File: src/rtl/seq_serializer_if.sv
// Parallel-in / serial-out handshake bundle for seq_serializer.
// master drives words in; slave (the serializer) drives the bit stream out.
interface seq_serializer_if #(
  parameter int WIDTH = 8
);
  logic [WIDTH-1:0] din;
  logic             din_valid;
  logic             din_ready;
  logic             sout;
  logic             sout_valid;
  logic             frame_end;
  logic             busy;

  modport master (
    output din,
    output din_valid,
    input  din_ready,
    input  sout,
    input  sout_valid,
    input  frame_end,
    input  busy
  );

  modport slave (
    input  din,
    input  din_valid,
    output din_ready,
    output sout,
    output sout_valid,
    output frame_end,
    output busy
  );
endinterface

File: src/rtl/seq_serializer.sv
// Word serializer: one-word holding register feeding a WIDTH-bit shifter.
// Back-to-back words stream with no gap; all outputs come from registers.
module seq_serializer #(
  parameter int WIDTH     = 8,
  parameter bit MSB_FIRST = 1'b1
) (
  input logic             clk,
  input logic             rst,
  seq_serializer_if.slave bus
);
  localparam int CW = $clog2(WIDTH);
  localparam logic [CW-1:0] LAST = CW'(WIDTH - 1);

  typedef enum logic {
    IDLE  = 1'b0,
    SHIFT = 1'b1
  } state_t;

  state_t           r_state;
  state_t           w_next;
  logic [WIDTH-1:0] r_hold;
  logic             r_hold_full;
  logic [WIDTH-1:0] r_shift;
  logic [CW-1:0]    r_cnt;

  logic             w_last;
  logic             w_load;
  logic             w_accept;
  logic [WIDTH-1:0] w_adv;
  logic             w_bit;

  // Hold moves to the shifter when the shifter is empty or on its last bit;
  // on that edge din_ready is already 0, so hold cannot refill at once.
  assign w_last   = (r_cnt == LAST);
  assign w_load   = r_hold_full && ((r_state == IDLE) || w_last);
  assign w_accept = bus.din_valid && !r_hold_full;
  assign w_adv    = MSB_FIRST ? {r_shift[WIDTH-2:0], 1'b0}
                              : {1'b0, r_shift[WIDTH-1:1]};
  assign w_bit    = MSB_FIRST ? r_shift[WIDTH-1] : r_shift[0];

  // FSM state register
  always_ff @(posedge clk or posedge rst) begin
    if (rst) r_state <= IDLE;
    else     r_state <= w_next;
  end

  // FSM next state: stay in SHIFT while words keep arriving in hold
  always_comb begin
    w_next = r_state;
    unique case (r_state)
      IDLE:  if (r_hold_full) w_next = SHIFT;
      SHIFT: if (w_last && !r_hold_full) w_next = IDLE;
    endcase
  end

  // Holding register, shifter and bit counter
  always_ff @(posedge clk or posedge rst) begin
    if (rst) begin
      r_hold      <= '0;
      r_hold_full <= 1'b0;
      r_shift     <= '0;
      r_cnt       <= '0;
    end else begin
      if (w_accept) r_hold <= bus.din;
      if (w_load)        r_hold_full <= 1'b0;
      else if (w_accept) r_hold_full <= 1'b1;
      if (w_load) begin
        r_shift <= r_hold;
        r_cnt   <= '0;
      end else if (r_state == SHIFT) begin
        if (w_last) begin
          r_shift <= '0;
          r_cnt   <= '0;
        end else begin
          r_shift <= w_adv;
          r_cnt   <= r_cnt + CW'(1);
        end
      end
    end
  end

  // FSM outputs decoded from registered state only
  always_comb begin
    bus.din_ready  = !r_hold_full;
    bus.sout_valid = (r_state == SHIFT);
    bus.sout       = (r_state == SHIFT) && w_bit;
    bus.frame_end  = (r_state == SHIFT) && w_last;
    bus.busy       = (r_state == SHIFT) || r_hold_full;
  end
endmodule

File: src/flat_wrapper.sv
// flat-port wrapper written by rule: the top's interface ports become plain ports
module seq_serializer_flat 
#(
  parameter int WIDTH     = 8,
  parameter bit MSB_FIRST = 1'b1
)
  (clk, rst, bus_din, bus_din_valid, bus_din_ready, bus_sout, bus_sout_valid, bus_frame_end, bus_busy);
  seq_serializer_if #(.WIDTH(WIDTH)) bus_i ();
  input logic clk;
  input logic rst;
  input wire logic [$bits(bus_i.din)-1:0] bus_din;
  input wire logic [$bits(bus_i.din_valid)-1:0] bus_din_valid;
  output wire logic [$bits(bus_i.din_ready)-1:0] bus_din_ready;
  output wire logic [$bits(bus_i.sout)-1:0] bus_sout;
  output wire logic [$bits(bus_i.sout_valid)-1:0] bus_sout_valid;
  output wire logic [$bits(bus_i.frame_end)-1:0] bus_frame_end;
  output wire logic [$bits(bus_i.busy)-1:0] bus_busy;
  assign bus_i.din = bus_din;
  assign bus_i.din_valid = bus_din_valid;
  assign bus_din_ready = bus_i.din_ready;
  assign bus_sout = bus_i.sout;
  assign bus_sout_valid = bus_i.sout_valid;
  assign bus_frame_end = bus_i.frame_end;
  assign bus_busy = bus_i.busy;
  seq_serializer #(.WIDTH(WIDTH), .MSB_FIRST(MSB_FIRST)) u_core (.clk(clk), .rst(rst), .bus(bus_i));
endmodule
File: config.mk
export PLATFORM = sky130hd
export DESIGN_NAME = seq_serializer_flat
export DESIGN_NICKNAME = d
export VERILOG_FILES = /design/src/rtl/seq_serializer_if.sv /design/src/rtl/seq_serializer.sv /design/src/flat_wrapper.sv
export SDC_FILE = /design/constraint.sdc
export NUM_CORES = 1
export LEC_CHECK = 0
export ABC_AREA = 1
export CAP_MARGIN = 5
export CELL_PAD_IN_SITES_DETAIL_PLACEMENT = 0
export CELL_PAD_IN_SITES_GLOBAL_PLACEMENT = 2
export CORE_ASPECT_RATIO = 2
export CORE_UTILIZATION = 36
export CTS_CLUSTER_DIAMETER = 50
export CTS_CLUSTER_SIZE = 10
export DETAILED_ROUTE_END_ITERATION = 8
export DONT_BUFFER_PORTS = 1
export PLACE_DENSITY_LB_ADDON = 0.1
export SYNTH_ARGS = -nofsm -noshare
export SYNTH_HDL_FRONTEND = slang
export SYNTH_SLANG_ARGS = --single-unit
File: constraint.sdc
create_clock -name clk -period 1.7 [get_ports clk]
set_clock_uncertainty 0.05 [all_clocks]
set_input_delay 0 -clock clk [delete_from_list [all_inputs] [get_ports clk]]
set_output_delay 0 -clock clk [all_outputs]
set_load 0.005 [all_outputs]
==> results.md <==
- Vias in the first global route: 811
- CTS tree: built
- Worst path required time: 1810 ps
- Total Power: 1.90 mW
- Synth area leader: dfrtp_1
- Clock sink count: 21
- Post-Syn Nets: 129
- Critical path class: register to register
- Residual DRC: 0
- Share of layout cells above drive strength 1: 10.8%
- Clock Latency Late Sink: 260 ps
- Clock transition at the registers of the reported paths: 80 ps
- Tightest Pin Transition: 324 ps
- Num rows: 26
- Relative slew slack: 78.4%
- Top-area cell type share of the netlist area: 52.2%
- TritonRoute pass-1 iters: 3
- Largest net degree at the start of global routing: 22
- #FFs+latches synth: 21
- CP Launch Point: u_core.r_hold_full
- Sw power: 731 µW
- Initial antenna violation count: 0
- Final setup viols: 0
- Initial core utilization: 38.7%
- Sw Share: 38.4%
- Fin nets: 145
- Die Span Y: 76.8 µm
- DR iter-0 viols: 15
- Core area: 2600 µm²
- Hold Path Class: primary input to async pin
- Max cap viols: 0
- Antenna viol nets, final: 0
- Final hold vios: 0
- RSZ-0062 raised after global routing: false
- Clock Tree Root: clkbuf_8
- Comb power frac: 38.9%
- Endpoint class of the critical path: register
- Setup TNS: 0 ps
- CP max FO: 16
- Diodes inserted: 0
- Drt wl/cell: 12.3 µm
- F_max: 613 MHz
- Leak: 0.625 nW
- CP max stage delay: 560 ps
- H-tree levels: 1
- Cell count after synthesis: 115
- Total GRT Usage: 15.5%
- Mapped Area: 1010 µm²
- Cts bufs inserted: 3
- Period utilization: 96.0%
- Buffers added on ports: 0
- Pwr per Cell Area: 1590 nW/µm²
- Global-route wire length before repair: 3390 µm
- Final wirelength: 1940 µm
- Placer Congestion: 0.720
- Status: finished, final reports clean
- Startpoint types: register
- Fill count: 280
- Clock Power Share: 17.2%
- Critical path's slowest cell: dlygate4sd3_1
- DPL Wire Length: 1370 µm
- Seq/Total Area, Yosys: 52.2%
- Worst flop-to-flop path startpoint: u_core.r_hold_full
- Final min period: 1630 ps
- Fin. max-slew vios: 0
- Sequential Power Share: 43.9%
- Synth Area per Inst: 8.76 µm²
- Synth unique cells: 16
- WP data arrival: 1740 ps
- GR Overflow Total: 0
- Die ar.: 3030 µm²
- Die W: 39.4 µm
- Layout area overhead: 18.6%
- Internal cell power: 1.17 mW
- Max Buffers Root-to-Sink: 2
- Io pins: 16
- DR vias/cell: 4.95
- Synth top area cells: dfrtp_1 52%, nand2_1 13%, nand3_1 8.0%
- Post-CTS setup buffers: 0
- Crit path cell chain: buf_4 > inv_6 > nand2_8 > nor2_2 > dlygate4sd3_1 > a21oi_2
- Worst VDD drop: 0.000671 V
- Via count: 782
- Yosys warns: 0
## per-layer routing
metal	vias to the layer above	GRT usage [%]	part of all wire, %
li1	393	-	-
met5	-	0	0
met4	0	8.28	2.1
met3	5	2.60	2.9
met1	367	17.5	43
met2	17	25.7	52
## area by class of cell
class / instances / area [µm²] / share of cell area [%]
inverters: 14 / 57.6 / 4.82
repair buffers: 14 / 133 / 11.1
well taps: 28 / 35.0 / 2.93
multi-input cells: 77 / 399 / 33.4
flip-flops and latches: 21 / 526 / 44.0
clock buffers: 4 / 45.0 / 3.77
## power by group through the flow
stage / combinational [mW] / clock (mW) / sequential, mW
after floorplan: 0.604 / 0 / 0.813
after global placement: 0.710 / 0 / 0.844
after detailed placement: 0.712 / 0 / 0.846
after CTS: 0.741 / 0.333 / 0.838
after global routing: 0.871 / 0.354 / 0.866
final: 0.741 / 0.328 / 0.836
## critical path: cells and delay by family (launching register included)
family	cells	cell delay [ps]
AND/OR/NAND/NOR	2	170
AO/OA/AOI/OAI	1	30
buffers and inverters	3	860
flip-flops	1	410
## final timing paths
kind                       slack, ps  cells past startpoint           endpoint
max in group asynchronous       1220                      3  u_core.r_shift[5]
min reg2reg                      430                      2   u_core.r_hold[1]
max reg2reg                       70                      6   u_core.r_hold[0]
max                               70                      6   u_core.r_hold[0]
min                              160                      3   u_core.r_hold[0]
min in group clk                 360                      3   u_core.r_hold[1]
## registers in the layout, summed over array words and instances (netlist names)
signal / cells
u_core.r_hold_full: 1
u_core.r_shift: 8
u_core.bus.sout_valid: 1
u_core.r_hold: 8
u_core.r_cnt: 3
## metrics by stage
step                setup WS (ps)  util [%]  hold slack [ps]  area (µm²)  instances
floorplan                     254         -            -73.5        1010        115
global placement              243      39.6             -110        1030        143
detailed placement            213      39.6             -107        1030        143
CTS                          47.6      45.6              173        1190        158
global route                 6.01      45.9              224        1190        158
finish                       68.2      45.9              159        1190        158
## synth_stat cells
library cell / count
nand3_1: 16
inv_2: 1
nor2_2: 1
nor2_4: 1
o21ai_0: 4
a22o_1: 1
ha_1: 3
nand2_1: 34
a21oi_1: 6
nand2_4: 3
inv_6: 1
inv_1: 12
nor2_1: 7
dfrtp_1: 21
a21oi_2: 1
buf_6: 3
## cell families (layout without fill, tap and decap cells)
logic type / count (synthesis) / in the layout / share of synthesized area (%)
and+or+nand+nor: 62 / 62 / 28.3
DFF: 21 / 21 / 52.2
AOI/OAI and AO/OA: 12 / 12 / 6.71
buffers and inverters: 17 / 32 / 9.07
adders and majority gates: 3 / 3 / 3.73
## what timing repair did
action / 4_1_cts / 5_1_grt
endpoints found under the setup margin: 0 / 1
gates resized for setup: 0 / 1
hold buffers: 11 / 0
hold endpoints to repair: 30 / 0
## layout by cell type (no fill, tap or decap), drive strengths merged
| cell | instances |
|---|---|
| nor2 | 9 |
| a22o | 1 |
| nand2 | 37 |
| dlygate4sd3 | 11 |
| ha | 3 |
| nand3 | 16 |
| inv | 14 |
| a21oi | 7 |
| clkbuf | 4 |
| buf | 3 |
| o21ai | 4 |
| dfrtp | 21 |
No activity file was read; power rests on OpenSTA's default activity.
